--- src/rtl/mac_acc_pkg.sv ---
// Shared types and constants for the bit-serial MAC sequencing controller.
package mac_acc_pkg;

  localparam int PS_W    = 27;
  localparam int ACC_W   = 51;
  localparam int IBW_MAX = 16;
  localparam int IDX_W   = $clog2(IBW_MAX);
  localparam int CFG_W   = 5;

  typedef enum logic [1:0] {IDLE, ISSUE, DRAIN, DONE} state_e;

  // Requested input width mapped onto 1..IBW_MAX.
  function automatic logic [CFG_W-1:0] clamp_ibits(input logic [CFG_W-1:0] ibits);
    if (ibits == '0) return CFG_W'(1);
    if (ibits > CFG_W'(IBW_MAX)) return CFG_W'(IBW_MAX);
    return ibits;
  endfunction

endpackage

--- src/rtl/mac_tag_pipe.sv ---
// LAT-deep {valid, first} shift register that tracks issued bits through the
// array latency so the partial sum can be matched to its bit position.
module mac_tag_pipe #(
  parameter int LAT = 2
) (
  input  logic clk,
  input  logic rst,
  input  logic clr,
  input  logic push_vld,
  input  logic push_first,
  output logic out_vld,
  output logic out_first,
  output logic pend
);

  // Every stage except the output one; used to decide when draining is done.
  localparam logic [LAT-1:0] PEND_MASK = {LAT{1'b1}} >> 1;

  logic [LAT-1:0] vld_q, vld_d;
  logic [LAT-1:0] first_q, first_d;

  always_comb begin
    // NOTE: every variable gets a default before any branch, so no latch is inferred.
    vld_d      = '0;
    first_d    = '0;
    vld_d[0]   = push_vld;
    first_d[0] = push_first;
    for (int i = 1; i < LAT; i++) begin
      vld_d[i]   = vld_q[i-1];
      first_d[i] = first_q[i-1];
    end
    if (clr) begin
      vld_d   = '0;
      first_d = '0;
    end
  end

  always_ff @(posedge clk) begin
    // NOTE: sequential state uses non-blocking assignments only.
    if (rst) begin
      vld_q   <= '0;
      first_q <= '0;
    end else begin
      vld_q   <= vld_d;
      first_q <= first_d;
    end
  end

  assign out_vld   = vld_q[LAT-1];
  assign out_first = first_q[LAT-1];
  assign pend      = |(vld_q & PEND_MASK);

endmodule

--- src/rtl/mac_acc_sched.sv ---
// Job sequencer for the bit-serial DCIM MAC path: issues input bits MSB-first,
// shift-accumulates the returning partial sums and hands back the result.
module mac_acc_sched
  import mac_acc_pkg::*;
#(
  parameter int MAC_LAT = 2
) (
  input  logic               clk,
  input  logic               rst,
  input  logic               start,
  input  logic               abort,
  input  logic [CFG_W-1:0]   cfg_ibits,
  input  logic               cfg_wwidth,
  input  logic               cfg_signed,
  output logic               busy,
  output logic               bit_vld,
  output logic [IDX_W-1:0]   bit_idx,
  output logic               wwidth,
  input  logic [PS_W-1:0]    ps_in,
  output logic [ACC_W-1:0]   res,
  output logic               res_vld,
  input  logic               res_rdy
);

  state_e             state_q, state_d;
  logic [IDX_W-1:0]   cnt_q, cnt_d;
  logic [ACC_W-1:0]   acc_q, acc_d;
  logic               signed_q, signed_d;
  logic               wwidth_q, wwidth_d;
  logic               first_q, first_d;

  logic               pipe_vld, pipe_first, pipe_pend;
  logic               issuing;
  logic [ACC_W-1:0]   ps_ext, term;

  assign issuing = (state_q == ISSUE);

  mac_tag_pipe #(.LAT(MAC_LAT)) u_tag_pipe (
    .clk        (clk),
    .rst        (rst),
    .clr        (abort),
    .push_vld   (issuing),
    .push_first (issuing & first_q),
    .out_vld    (pipe_vld),
    .out_first  (pipe_first),
    .pend       (pipe_pend)
  );

  // The MSB of a two's-complement input carries negative weight.
  assign ps_ext = {{(ACC_W-PS_W){ps_in[PS_W-1]}}, ps_in};
  assign term   = (pipe_first && signed_q) ? -ps_ext : ps_ext;

  always_comb begin
    state_d  = state_q;
    cnt_d    = cnt_q;
    acc_d    = acc_q;
    signed_d = signed_q;
    wwidth_d = wwidth_q;
    first_d  = first_q;

    if (pipe_vld) acc_d = (acc_q << 1) + term;

    case (state_q)
      IDLE: if (start) begin
        state_d  = ISSUE;
        cnt_d    = IDX_W'(clamp_ibits(cfg_ibits) - CFG_W'(1));
        acc_d    = '0;
        signed_d = cfg_signed;
        wwidth_d = cfg_wwidth;
        first_d  = 1'b1;
      end
      ISSUE: begin
        first_d = 1'b0;
        if (cnt_q == '0) state_d = DRAIN;
        else             cnt_d   = cnt_q - IDX_W'(1);
      end
      // Leave once the entry now at the output is the last one in flight.
      DRAIN: if (!pipe_pend) state_d = DONE;
      DONE:  if (res_rdy)    state_d = IDLE;
      default: state_d = IDLE;
    endcase

    if (abort) begin
      state_d = IDLE;
      acc_d   = '0;
      first_d = 1'b0;
    end
  end

  always_ff @(posedge clk) begin
    if (rst) begin
      state_q  <= IDLE;
      cnt_q    <= '0;
      acc_q    <= '0;
      signed_q <= 1'b0;
      wwidth_q <= 1'b0;
      first_q  <= 1'b0;
    end else begin
      state_q  <= state_d;
      cnt_q    <= cnt_d;
      acc_q    <= acc_d;
      signed_q <= signed_d;
      wwidth_q <= wwidth_d;
      first_q  <= first_d;
    end
  end

  assign busy    = (state_q != IDLE);
  assign bit_vld = issuing;
  assign bit_idx = issuing ? cnt_q : '0;
  assign wwidth  = wwidth_q;
  assign res     = acc_q;
  assign res_vld = (state_q == DONE);

endmodule
--- config.mk ---
export PLATFORM = sky130hd
export DESIGN_NAME = mac_acc_sched
export DESIGN_NICKNAME = d
export VERILOG_FILES = /design/src/rtl/mac_acc_pkg.sv /design/src/rtl/mac_tag_pipe.sv /design/src/rtl/mac_acc_sched.sv
export SDC_FILE = /design/constraint.sdc
export NUM_CORES = 1
export LEC_CHECK = 0
export ABC_AREA = 1
export BUFFER_PORTS_ARGS = -buffer_cell sky130_fd_sc_hd__buf_2
export CORE_MARGIN = 3
export CORE_UTILIZATION = 43
export CTS_CLUSTER_DIAMETER = 80
export DETAILED_ROUTE_END_ITERATION = 8
export PLACE_DENSITY = 0.76
export SETUP_SLACK_MARGIN = 0.02
export SLEW_MARGIN = 20
export SYNTH_ARGS = -nofsm -noshare
export SYNTH_HDL_FRONTEND = slang
export SYNTH_HIERARCHICAL = 1
export SYNTH_SLANG_ARGS = --single-unit
--- constraint.sdc ---
create_clock -name clk -period 2.76 [get_ports clk]
set_input_delay 0 -clock clk [delete_from_list [all_inputs] [get_ports clk]]
set_output_delay 0 -clock clk [all_outputs]
set_load 0.01 [all_outputs]
-- Word-level counts from Yosys, hierarchy flattened
Cells that the tools add are included.
- $add $sub $neg: 4
- multipliers: 0
- div/mod/pow operators: 0
- order comparisons: 1
- equality and inequality tests: 8
- shift-type cells: 0
- multiplexer cells: 28
- bitwise operators: 1
- reduce and logical (&&, ||, !) cells: 11
- operators with widths (kind ; count):
    $mux W51 ; 4
    $add A51 B51 Y51 ; 1
    $neg A51 Y51 ; 1
    $mux W4 ; 9
    $mux W1 ; 8
    $mux W2 ; 4
    $pmux W2 S4 ; 1
    $pmux W4 S2 ; 1
    $sub A4 B1 Y4 const B ; 2
    $ne A2 B2 Y1 const B ; 3
    $gt A5 B5 Y1 const B ; 1
    $logic_not A5 Y1 ; 1
    $eq A2 B2 Y1 const B ; 2
    $logic_not A4 Y1 ; 1
    $ne A2 B1 Y1 const B ; 2
    $reduce_and A2 Y1 ; 2
    $reduce_and A4 Y1 ; 1
    $reduce_bool A2 Y1 ; 2
    $reduce_and A3 Y1 ; 1
    $eq A2 B1 Y1 const B ; 1
    $logic_not A2 Y1 ; 1
    $pmux W1 S2 ; 1
    $reduce_or A2 Y1 ; 1
    $and A1 B1 Y1 ; 1
    $logic_and A1 B1 Y1 ; 1
- bits in registers: 64
- bits in latches: 0
- RAM bits: 0
- ROM bits: 0
- input port bits: 39
- output and inout port bits: 59
- logic and storage cells: 61
- memories kept: 0

-- Logic depth before layout (Yosys ltp)
Gate-level depths: netlist (run 1).
- word-level depth: 14
- gate-level depth with buffers: 24
- gate-level depth less buffers: 24

-- Cells and area by module
Netlist (run 1), hierarchy kept.
- by module, submodules not included (module ; instances ; cells an instance ; area an instance (um2) ; seq. area each (um2)):
    mac_acc_sched ; 1 ; 1405 ; 7548.5 ; 1201.2
    mac_tag_pipe ; 1 ; 15 ; 123.9 ; 80.1

-- Worst setup path before layout (run 1)
Ideal clock, no wire load.
- path type: reg-to-reg
- start: reg signed_q
- end: reg acc_q[33], in the netlist res[33]
- setup time: 109 ps
- arrival time: 2556 ps
- data required time: 2651 ps
- path slack: 95 ps
- cell stages (with the launch flop): 22
- path buffers: 1
- period minus slack after synthesis: 2665 ps
- cells stage by stage: dfxtp_1 nand2_1 inv_1 clkbuf_1 nand2_1 o21ai_0 ha_1 inv_1 fa_1 inv_1 nand3_1 nand2_1 nand2_1 nand2_1 nand2_1 nand2_1 nand2_1 nand2_1 xnor2_1 nand2_1 nand2_1 inv_1
- longest elaborated chain between the ends: 6
- RTL lines (item ; RTL line ; text):
    start, declared ; mac_acc_sched.sv:28 ; logic signed_q, signed_d;
    start signal, assigned ; mac_acc_sched.sv:102 ; signed_q <= signed_d;
    $logic_and A1 B1 Y1 (*) ; mac_acc_sched.sv:51 ; assign term = (pipe_first && signed_q) ? -ps_ext : ps_ext;
    $mux W51 (*) ; mac_acc_sched.sv:51 ;
    $add A51 B51 Y51 (*) ; mac_acc_sched.sv:61 ; if (pipe_vld) acc_d = (acc_q << 1) + term;
    $mux W51 (*) ; mac_acc_sched.sv:61 ;
    $mux W51 ; mac_acc_sched.sv:64 ; IDLE: if (start) begin
    $mux W51 (*) ; mac_acc_sched.sv:63 ; case (state_q)
    end signal, assigned ; mac_acc_sched.sv:94 ; acc_q <= '0;
    end signal, assigned ; mac_acc_sched.sv:101 ; acc_q <= acc_d;
    end, declared ; mac_acc_sched.sv:27 ; logic [ACC_W-1:0] acc_q, acc_d;
Every way passes the cells marked *; elsewhere a longest branch is shown, timed or not.
A chain may end at the register's enable or synchronous reset.

-- Worst setup path after layout (run 1)
- start: reg signed_q
- end: reg acc_q[37], in the netlist res[37]
The elaborated chain is that of the path after synthesis.

==> results of run 1 <==
[cell usage after synthesis, drive strengths merged]
cell type	n
nand4	18
a21oi	56
nor2	198
o41ai	1
dfxtp	64
fa	1
o221a	1
a21boi	3
o21a	14
nor4	4
nand2	455
and2	5
xnor2	12
a31oi	1
clkbuf	18
inv	312
nand3b	3
ha	56
a211oi	5
a31o	1
nand3	77
o31ai	2
buf	5
a21o	1
o211ai	10
nor3	14
xor2	27
or2	5
o21bai	9
o21ai	42
[worst max-delay path by stage]
stage / endpoint / cells past startpoint / from
floorplan: res[33] / 21 / signed_q
global placement: res[37] / 22 / ps_in[1]
detailed placement: res[37] / 22 / ps_in[1]
CTS: res[37] / 22 / ps_in[1]
global route: res[40] / 20 / signed_q
finish: res[37] / 21 / signed_q
[stage by stage]
| step | TNS [ns] | setup slack, ns |
|---|---|---|
| after global routing | -1.80 | -0.133 |
| after floorplan | 0 | 0.0954 |
| final | -0.00102 | -0.00102 |
| after global placement | -7.45 | -0.494 |
| after CTS | 0 | 0.00501 |
| after detailed placement | -8.62 | -0.549 |
[cells in the final DEF (no fill, tap or decap), types with 10 or more instances in the layout]
cell / Yosys / final
inv_2: 6 / 22
ha_1: 56 / 28
nand3_2: 1 / 13
buf_4: 0 / 188
a21oi_1: 56 / 32
nand4_1: 15 / 15
nand2_1: 454 / 387
nor2_2: 3 / 35
o21ai_0: 35 / 27
nand3_1: 76 / 63
ha_4: 0 / 23
dfxtp_1: 64 / 61
buf_2: 1 / 97
nor2_4: 2 / 14
a21oi_2: 0 / 23
nand2_4: 0 / 10
nand2_2: 1 / 58
xor2_1: 27 / 20
inv_1: 306 / 289
o211ai_1: 10 / 10
nor2_1: 193 / 149
o21a_1: 14 / 14
o21ai_1: 7 / 12
[final cells by class]
| cell class | count | area, µm² |
|---|---|---|
| multi-input combinational | 1021 | 6260 |
| fill | 1501 | 5970 |
| timing repair buffer | 300 | 2090 |
| clock inverter | 5 | 56.3 |
| sequential | 64 | 1280 |
| clock buffer | 11 | 243 |
| tap | 225 | 282 |
| inverter | 312 | 1180 |
[state kept, by name, indices dropped and copies added (netlist names)]
name                flops
state_q                 2
wwidth                  1
res                    51
signed_q                1
first_q                 1
u_tag_pipe/vld_q        2
u_tag_pipe/first_q      2
cnt_q                   4
[kinds of logic (layout without fill, tap and decap cells)]
| kind of cell | after synthesis | after routing | synth area share |
|---|---|---|---|
| simple gates | 779 | 779 | 0.418 |
| buf+inv | 335 | 628 | 0.165 |
| compound gates | 146 | 146 | 0.112 |
| flops | 64 | 64 | 0.167 |
| fa+ha+maj | 57 | 57 | 0.0939 |
| xor+xnor | 39 | 39 | 0.0445 |
[worst max-delay path, cell delays in order, from the launching register on]
cell	delay, ns
dfxtp_2	0.33
nand2_4	0.09
clkinv_4	0.08
buf_6	0.14
buf_4	0.13
buf_4	0.13
o31ai_4	0.05
xnor2_1	0.11
ha_1	0.36
buf_4	0.17
nand3_4	0.09
nand2_4	0.09
buf_4	0.14
nand4_1	0.09
nand3_2	0.13
buf_4	0.16
nand2_1	0.07
nand2_1	0.06
nand2_1	0.06
nand3_1	0.07
nand2_1	0.07
inv_1	0.03
[repair_timing]
| item | 4_1_cts | 5_1_grt |
|---|---|---|
| resized for setup | 45 | 244 |
| setup buffers | 4 | 17 |
| setup endpoints to repair | 37 | 39 |
| endpoints found under the hold margin | 12 | 0 |
| hold buffers | 6 | 0 |
| pin swaps | 10 | 55 |
[metal layers]
metal	vias up	wire length, µm	GRT usage
li1	4907	-	-
met1	4407	12800	0.387
met2	354	13500	0.455
met3	61	2150	0.0430
met4	0	839	0.0887
met5	-	0	0
[where the power goes]
group	internal, µW	total, µW	switching, µW
logic	287	677	390
registers	941	955	14.7
clock network	723	1210	484
total	1950	2840	889
==> results.sh, run 1 <==
export IMPL_status="finished with violations"
export IMPL_violations="negative setup slack"
export IMPL_hold_start="cfg_ibits[0]"
export IMPL_grt_antenna_before_repair=0
export IMPL_cts_tree="done"
export IMPL_cts_buffers_inserted=9
export IMPL_worstHoldPathCells=5
export IMPL_p_leak_uw=0.00640
export IMPL_fp_row_count=48
export IMPL_cts_clk_slew_worst_paths_ns=0.06
export IMPL_place_area_um2=9700
export IMPL_arrival_ns=3.01
export IMPL_finalPower_uw=2840
export IMPL_dp_hpwl_um=22600
export IMPL_power_density_nw_per_um2=249
export IMPL_yosysWarnings=6
export IMPL_hold_viol=0
export IMPL_drc=0
export IMPL_synthesis_nets=1516
export IMPL_finalCoreUtilization=0.656
export IMPL_grt_pass1_vias=9042
export IMPL_drive_gt1_frac=0.329
export IMPL_final_cells=1938
export IMPL_ys_types=44
export IMPL_drt_first_iter_violations=764
export IMPL_syn_inst=1420
export IMPL_place_inst=1895
export IMPL_grt_pass1_wl_um=44400
export IMPL_core_um2=17400
export IMPL_cts_max_level=3
export IMPL_rr_worst_depth=21
export IMPL_die_h_um=140
export IMPL_period_needed_ns=2.76
export IMPL_place_congestion=1.03
export IMPL_dieArea_um2=19500
export IMPL_start_util=0.442
export IMPL_ys_seq_area_frac=0.167
export IMPL_fin_ws_ns=-0.00102
export IMPL_clockBufferDepth=2
export IMPL_yosysTopAreaCell="nand2_1"
export IMPL_cts_root_buffer="clkbuf_16"
export IMPL_worst_hold_slack_ns=0.0688
export IMPL_setup_violations=1
export IMPL_reg2reg_slack_ns=-0.001
export IMPL_cp_required_ns=3.01
export IMPL_r2r_start="signed_q"
export IMPL_end_kind="register"
export IMPL_synth_top_area_frac=0.222
export IMPL_avgSynthCellArea_um2=5.40
export IMPL_synth_area_leaders="nand2_1, dfxtp_1, inv_1"
export IMPL_hp_class="primary input to register"
export IMPL_io_pins=98
export IMPL_slew_headroom=0.514
export IMPL_rr_endpoint="res[37]"
export IMPL_fmax_ghz=0.362
export IMPL_grt_max_degree=55
export IMPL_worst_slew_pin_slew_ns=0.728
export IMPL_insertion_delay_ns=0.35
export IMPL_vias=9729
export IMPL_synth_seq_cells=64
export IMPL_nNetsFinal=1804
export IMPL_skew_ns=0.00864
export IMPL_routed_wl_um=29300
export IMPL_wl_per_cell_um=15.1
export IMPL_cp_max_fo=7
export IMPL_crit_type="register to register"
export IMPL_grt_usage=0.281
export IMPL_max_vdd_ir_drop_mv=0.306
export IMPL_dieWidth_um=140
export IMPL_syn_cell_area_um2=7670
export IMPL_cts_num_sinks=64
export IMPL_diodes=0
export IMPL_start_kind="register"
export IMPL_overflow=0
export IMPL_viasPerCell=5.02
export IMPL_syn_to_final_growth_pct=48.4
export IMPL_finalCritPeriodShare=1.00
export IMPL_min_to="cnt_q[0]"
export IMPL_rsz0062_at_grt="true"
export IMPL_max_cap_violations=0
export IMPL_dr_pass1_iters=5
export IMPL_slew_viol_final=0
export IMPL_stdcell_area_um2=11400
export IMPL_port_buffers=97
export IMPL_ant_nets=0
No activity file was read; power rests on OpenSTA's default activity.
==> inputs of run 2 (changes only) <==
--- a/config.mk
+++ b/config.mk
@@ -12,7 +12,7 @@
 export CTS_CLUSTER_DIAMETER = 80
 export DETAILED_ROUTE_END_ITERATION = 8
 export PLACE_DENSITY = 0.76
-export SETUP_SLACK_MARGIN = 0.02
+export SETUP_SLACK_MARGIN = 0.5
 export SLEW_MARGIN = 20
 export SYNTH_ARGS = -nofsm -noshare
 export SYNTH_HDL_FRONTEND = slang
==> results.sh, run 2 (synthesis results as in run 1) <==
export IMPL_hold_start="start"
export IMPL_cp_slowest_cell="dfxtp_2"
export IMPL_clockBufferDepth=2
export IMPL_status="finished with violations"
export IMPL_wl_per_cell_um=19.4
export IMPL_slew_headroom=0.452
export IMPL_place_congestion=0.989
export IMPL_skew_ns=0.0107
export IMPL_die_h_um=140
export IMPL_cp_max_fo=7
export IMPL_multi_input_area_um2=7290
export IMPL_r2r_start="signed_q"
export IMPL_layout_commonest_cell="nand2_1"
export IMPL_grt_max_degree=40
export IMPL_dp_hpwl_um=22600
export IMPL_cpLargestDelayFamily="simple AND/OR/NAND/NOR gates"
export IMPL_max_cap_violations=0
export IMPL_ant_nets=0
export IMPL_path_cells="nand2_4 -> inv_6 -> buf_6 -> o31ai_2 -> xnor2_2 -> ha_4 -> nand2_1 -> nand2_1 -> nand2_1 -> nand2_1 -> nand2_1 -> nand3_2 -> nand2_1 -> nand2_2 -> nand3_1 -> nand2_1 -> nand2_1 -> nand3_2 -> nand2_1 -> inv_1"
export IMPL_end_kind="register"
export IMPL_cp_required_ns=3.03
export IMPL_overflow=0
export IMPL_cts_buffers_inserted=9
export IMPL_rr_worst_depth=20
export IMPL_cts_max_level=3
export IMPL_crit_type="register to register"
export IMPL_start_kind="register"
export IMPL_grt_pass1_vias=9619
export IMPL_n_fill_cell=1157
export IMPL_drt_first_iter_violations=1439
export IMPL_drive_gt1_frac=0.426
export IMPL_path_buf_inv=3
export IMPL_viasPerCell=5.72
export IMPL_slew_viol_final=0
export IMPL_layout_common_cells="nand2_1, inv_1, buf_4, nor2_1, buf_2"
export IMPL_fp_row_count=48
export IMPL_finalCoreUtilization=0.720
export IMPL_io_pins=98
export IMPL_rsz0062_at_grt="true"
export IMPL_core_um2=17400
export IMPL_dieArea_um2=19500
export IMPL_port_buffers=97
export IMPL_largest_reg_flops=51
export IMPL_min_to="signed_q"
export IMPL_cts_clk_slew_worst_paths_ns=0.07
export IMPL_syn_to_final_growth_pct=62.8
export IMPL_rr_endpoint="res[34]"
export IMPL_cts_root_buffer="clkbuf_16"
export IMPL_critPathMostFrequentCell="nand2_1"
export IMPL_final_cells=1937
export IMPL_routed_wl_um=37600
export IMPL_vias=11100
export IMPL_grt_pass1_wl_um=47800
export IMPL_worst_slew_pin_slew_ns=0.821
export IMPL_nNetsFinal=1803
export IMPL_finalPower_uw=3060
export IMPL_cts_num_sinks=64
export IMPL_arrival_ns=3.20
export IMPL_setup_violations=11
export IMPL_period_needed_ns=2.94
export IMPL_hp_class="primary input to register"
export IMPL_p_leak_uw=0.00666
export IMPL_grt_usage=0.304
export IMPL_hold_viol=0
export IMPL_start_util=0.442
export IMPL_regArea_um2=1280
export IMPL_fin_ws_ns=-0.176
export IMPL_dieWidth_um=140
export IMPL_grt_antenna_before_repair=0
export IMPL_place_inst=1868
export IMPL_insertion_delay_ns=0.36
export IMPL_max_stage_delay_ns=0.35
export IMPL_max_vdd_ir_drop_mv=0.370
export IMPL_power_density_nw_per_um2=245
export IMPL_cts_tree="done"
export IMPL_finalCritPeriodShare=1.06
export IMPL_fmax_ghz=0.341
export IMPL_diodes=0
export IMPL_drc=0
export IMPL_worstHoldPathCells=4
export IMPL_reg2reg_slack_ns=-0.18
export IMPL_violations="negative setup slack"
export IMPL_dr_pass1_iters=7
## run 2: area by class of cell
type / instances / area share
clock inverters: 7 / 0.00631
flip-flops and latches: 64 / 0.103
multi-input cells: 1021 / 0.583
well taps: 225 / 0.0225
clock buffers: 9 / 0.0180
inverters: 312 / 0.0957
repair buffers: 299 / 0.171
## run 2: through the flow
stage	cell area, µm²	hold WS [ns]	setup WS [ns]	TNS, ns
global placement	9840	0.251	-0.228	-3.35
global route	12500	0.0541	-0.314	-3.46
CTS	11100	0.0186	0.138	0
detailed placement	9840	0.263	-0.226	-4.54
finish	12500	0.0285	-0.176	-0.933
floorplan	8030	0.0691	0.378	0
## run 2: worst max-delay path by stage
stage | start | endpoint | depth (start not counted) | slack (ns)
floorplan | ps_in[3] | res[42] | 18 | 0.38
global placement | ps_in[6] | res[37] | 21 | -0.23
detailed placement | ps_in[6] | res[37] | 21 | -0.23
CTS | u_tag_pipe/first_q[1] | res[33] | 19 | 0.14
global route | signed_q | res[34] | 20 | -0.31
finish | signed_q | res[34] | 20 | -0.18
## run 2: tightest hold or removal path, cell delays in order
cell	delay (ns)
buf_2	0.09
nand2_1	0.11
nand2_1	0.08
a21oi_1	0.06
## run 2: routing by layer
layer / share of wire / up-vias / routed length [µm] / GRT usage
li1: - / 4918 / - / -
met1: 0.36 / 5047 / 13700 / 0.390
met2: 0.45 / 855 / 16900 / 0.497
met3: 0.12 / 262 / 4440 / 0.0653
met4: 0.069 / 0 / 2590 / 0.122
met5: 0 / - / 0 / 0
## run 2: repair_timing
| action | in CTS | in global routing |
|---|---|---|
| hold buffers | 5 | 0 |
| resized for setup | 176 | 312 |
| gates cloned | 0 | 1 |
| buffers inserted | 22 | 25 |
| hold endpoints to repair | 12 | 0 |
| setup endpoints to repair | 45 | 46 |
| pin swaps | 49 | 114 |
## run 2: where the power goes
| group | leakage (µW) | switching [µW] | internal [µW] |
|---|---|---|---|
| logic | 0.00600 | 497 | 346 |
| registers | 0.000519 | 15.8 | 940 |
| clock network | 0.000139 | 552 | 708 |
| total | 0.00666 | 1070 | 1990 |
==> inputs of run 3 (changes only) <==
--- a/config.mk
+++ b/config.mk
@@ -7,10 +7,12 @@
 export LEC_CHECK = 0
 export ABC_AREA = 1
 export BUFFER_PORTS_ARGS = -buffer_cell sky130_fd_sc_hd__buf_2
+export CAP_MARGIN = 20
 export CORE_MARGIN = 3
 export CORE_UTILIZATION = 43
 export CTS_CLUSTER_DIAMETER = 80
 export DETAILED_ROUTE_END_ITERATION = 8
+export MAX_ROUTING_LAYER = met4
 export PLACE_DENSITY = 0.76
 export SETUP_SLACK_MARGIN = 0.5
 export SLEW_MARGIN = 20
==> results.sh, run 3 (synthesis results as in run 1) <==
export IMPL_vias=10200
export IMPL_max_stage_delay_ns=0.39
export IMPL_clockBufferDepth=2
export IMPL_pwr_share_clk=0.426
export IMPL_crit_type="register to register"
export IMPL_layout_commonest_cell="nand2_1"
export IMPL_arrival_ns=3.14
export IMPL_overflow=0
export IMPL_drt_first_iter_violations=1066
export IMPL_final_cells=1935
export IMPL_cts_clk_slew_worst_paths_ns=0.06
export IMPL_place_congestion=1.02
export IMPL_fin_ws_ns=-0.118
export IMPL_reg2reg_slack_ns=-0.12
export IMPL_finalCoreUtilization=0.679
export IMPL_finalCritPeriodShare=1.04
export IMPL_port_buffers=97
export IMPL_dieArea_um2=19500
export IMPL_io_pins=98
export IMPL_dieWidth_um=140
export IMPL_slew_viol_final=0
export IMPL_path_cells="nand2_8 -> inv_4 -> o21ai_1 -> ha_2 -> inv_1 -> fa_2 -> inv_2 -> nand3_2 -> nand2_2 -> buf_6 -> buf_4 -> buf_4 -> nand4_1 -> nand3_2 -> nand2_2 -> nand3_2 -> nand3_1 -> nand2_1 -> inv_1"
export IMPL_grt_pass1_wl_um=46200
export IMPL_crit_start="signed_q"
export IMPL_cp_required_ns=3.02
export IMPL_seq_power_share=0.329
export IMPL_violations="negative setup slack"
export IMPL_cts_num_sinks=64
export IMPL_setup_violations=12
export IMPL_start_kind="register"
export IMPL_cts_tree="done"
export IMPL_rsz0062_at_grt="true"
export IMPL_p_sw_uw=936
export IMPL_p_leak_uw=0.00642
export IMPL_grt_max_degree=47
export IMPL_grt_antenna_before_repair=0
export IMPL_hp_class="primary input to register"
export IMPL_cts_max_level=3
export IMPL_p_comb_frac=0.245
export IMPL_critPathMostFrequentCell="nand3_2"
export IMPL_syn_to_final_growth_pct=53.6
export IMPL_dr_pass1_iters=5
export IMPL_core_um2=17400
export IMPL_drive_gt1_frac=0.368
export IMPL_cp_max_fo=7
export IMPL_end_kind="register"
export IMPL_period_needed_ns=2.88
export IMPL_drc=0
export IMPL_status="finished with violations"
export IMPL_slew_headroom=0.497
export IMPL_max_vdd_ir_drop_mv=0.303
export IMPL_largest_reg_flops=51
export IMPL_start_util=0.442
export IMPL_die_h_um=140
export IMPL_max_cap_violations=0
export IMPL_r2r_start="signed_q"
export IMPL_worst_slew_pin_slew_ns=0.754
export IMPL_viasPerCell=5.26
export IMPL_grt_usage=0.303
export IMPL_skew_ns=0.00907
export IMPL_wl_per_cell_um=16.4
export IMPL_layout_common_cells="nand2_1, inv_1, buf_4, nor2_1, buf_2"
export IMPL_cts_buffers_inserted=9
export IMPL_p_int_uw=1960
export IMPL_dp_hpwl_um=22700
export IMPL_hold_start="start"
export IMPL_ant_nets=0
export IMPL_hold_viol=0
export IMPL_cts_root_buffer="clkbuf_16"
export IMPL_grt_pass1_vias=9242
export IMPL_diodes=0
export IMPL_finalSetupTns_ns=-0.604
export IMPL_n_fill_cell=1360
export IMPL_p_sw_frac=0.323
export IMPL_fmax_ghz=0.347
export IMPL_place_inst=1872
export IMPL_routed_wl_um=31700
export IMPL_power_density_nw_per_um2=246
export IMPL_fp_row_count=48
export IMPL_nNetsFinal=1801
export IMPL_insertion_delay_ns=0.36
export IMPL_worst_hold_slack_ns=0.0501
export IMPL_cp_slowest_cell="fa_2"
## run 3: changes by cell type in the layout (fill, tap and decap cells not counted), moves of 10 or more
cell	change
nand2_1	+42
nand2_4	-29
nor2_1	+20
inv_1	+16
nor2_4	-14
nand2_2	-12
inv_2	-11
ha_1	+10
## run 3: per-layer routing
metal,routed length [µm],vias up,share of wire,global-route usage
met3,2710,94,0.085,0.0381
li1,-,4902,-,-
met4,1010,0,0.032,0.0831
met1,13100,4672,0.41,0.400
met2,14900,512,0.47,0.492
met5,0,-,0,-
## run 3: timing repair
action | 4_1_cts | 5_1_grt
pin swaps | 34 | 61
cloned | 0 | 1
hold buffers | 6 | 0
setup endpoints to repair | 46 | 47
buffers inserted | 23 | 17
hold endpoints to repair | 12 | 0
gates resized for setup | 132 | 177
## run 3: area by class of cell
cell class	count	area, µm²	area share
Tap cell	225	282	0.0239
Clock inverter	6	68.8	0.00584
Inverter	312	1190	0.101
Sequential cell	64	1290	0.109
Clock buffer	10	239	0.0203
Timing Repair inverter	1	6.26	0.000531
Timing Repair Buffer	296	2090	0.177
Multi-Input combinational cell	1021	6620	0.562
## run 3: per-stage QoR
| stage | cell area, µm² | setup slack (ns) | power, µW |
|---|---|---|---|
| global route | 11800 | -0.228 | 3000 |
| detailed placement | 9870 | -0.306 | 1550 |
| CTS | 11000 | 0.118 | 2830 |
| finish | 11800 | -0.118 | 2900 |
| global placement | 9870 | -0.260 | 1540 |
| floorplan | 8030 | 0.378 | 1300 |
## run 3: power by group through the flow
stage                     clock (µW)  sequential (µW)  combinational (µW)
final                           1230              955                 712
after global routing            1280              956                 768
after CTS                       1240              955                 634
after detailed placement           0              974                 574
after global placement             0              974                 563
after floorplan                    0              972                 328
## run 3: path summary, 6_finish.rpt
check	end	depth (start not counted)
max	res[37]	19
min	first_q	3
max reg2reg	res[37]	19
min reg2reg	u_tag_pipe/first_q[1]	2
## run 3: critical path, delay by kind of cell (launching register included)
| kind | cells | cell delay, ns |
|---|---|---|
| adders and majority gates | 2 | 0.64 |
| AOI/OAI and AO/OA | 1 | 0.23 |
| buffers and inverters | 7 | 0.60 |
| and+or+nand+nor | 9 | 0.95 |
| DFF | 1 | 0.36 |
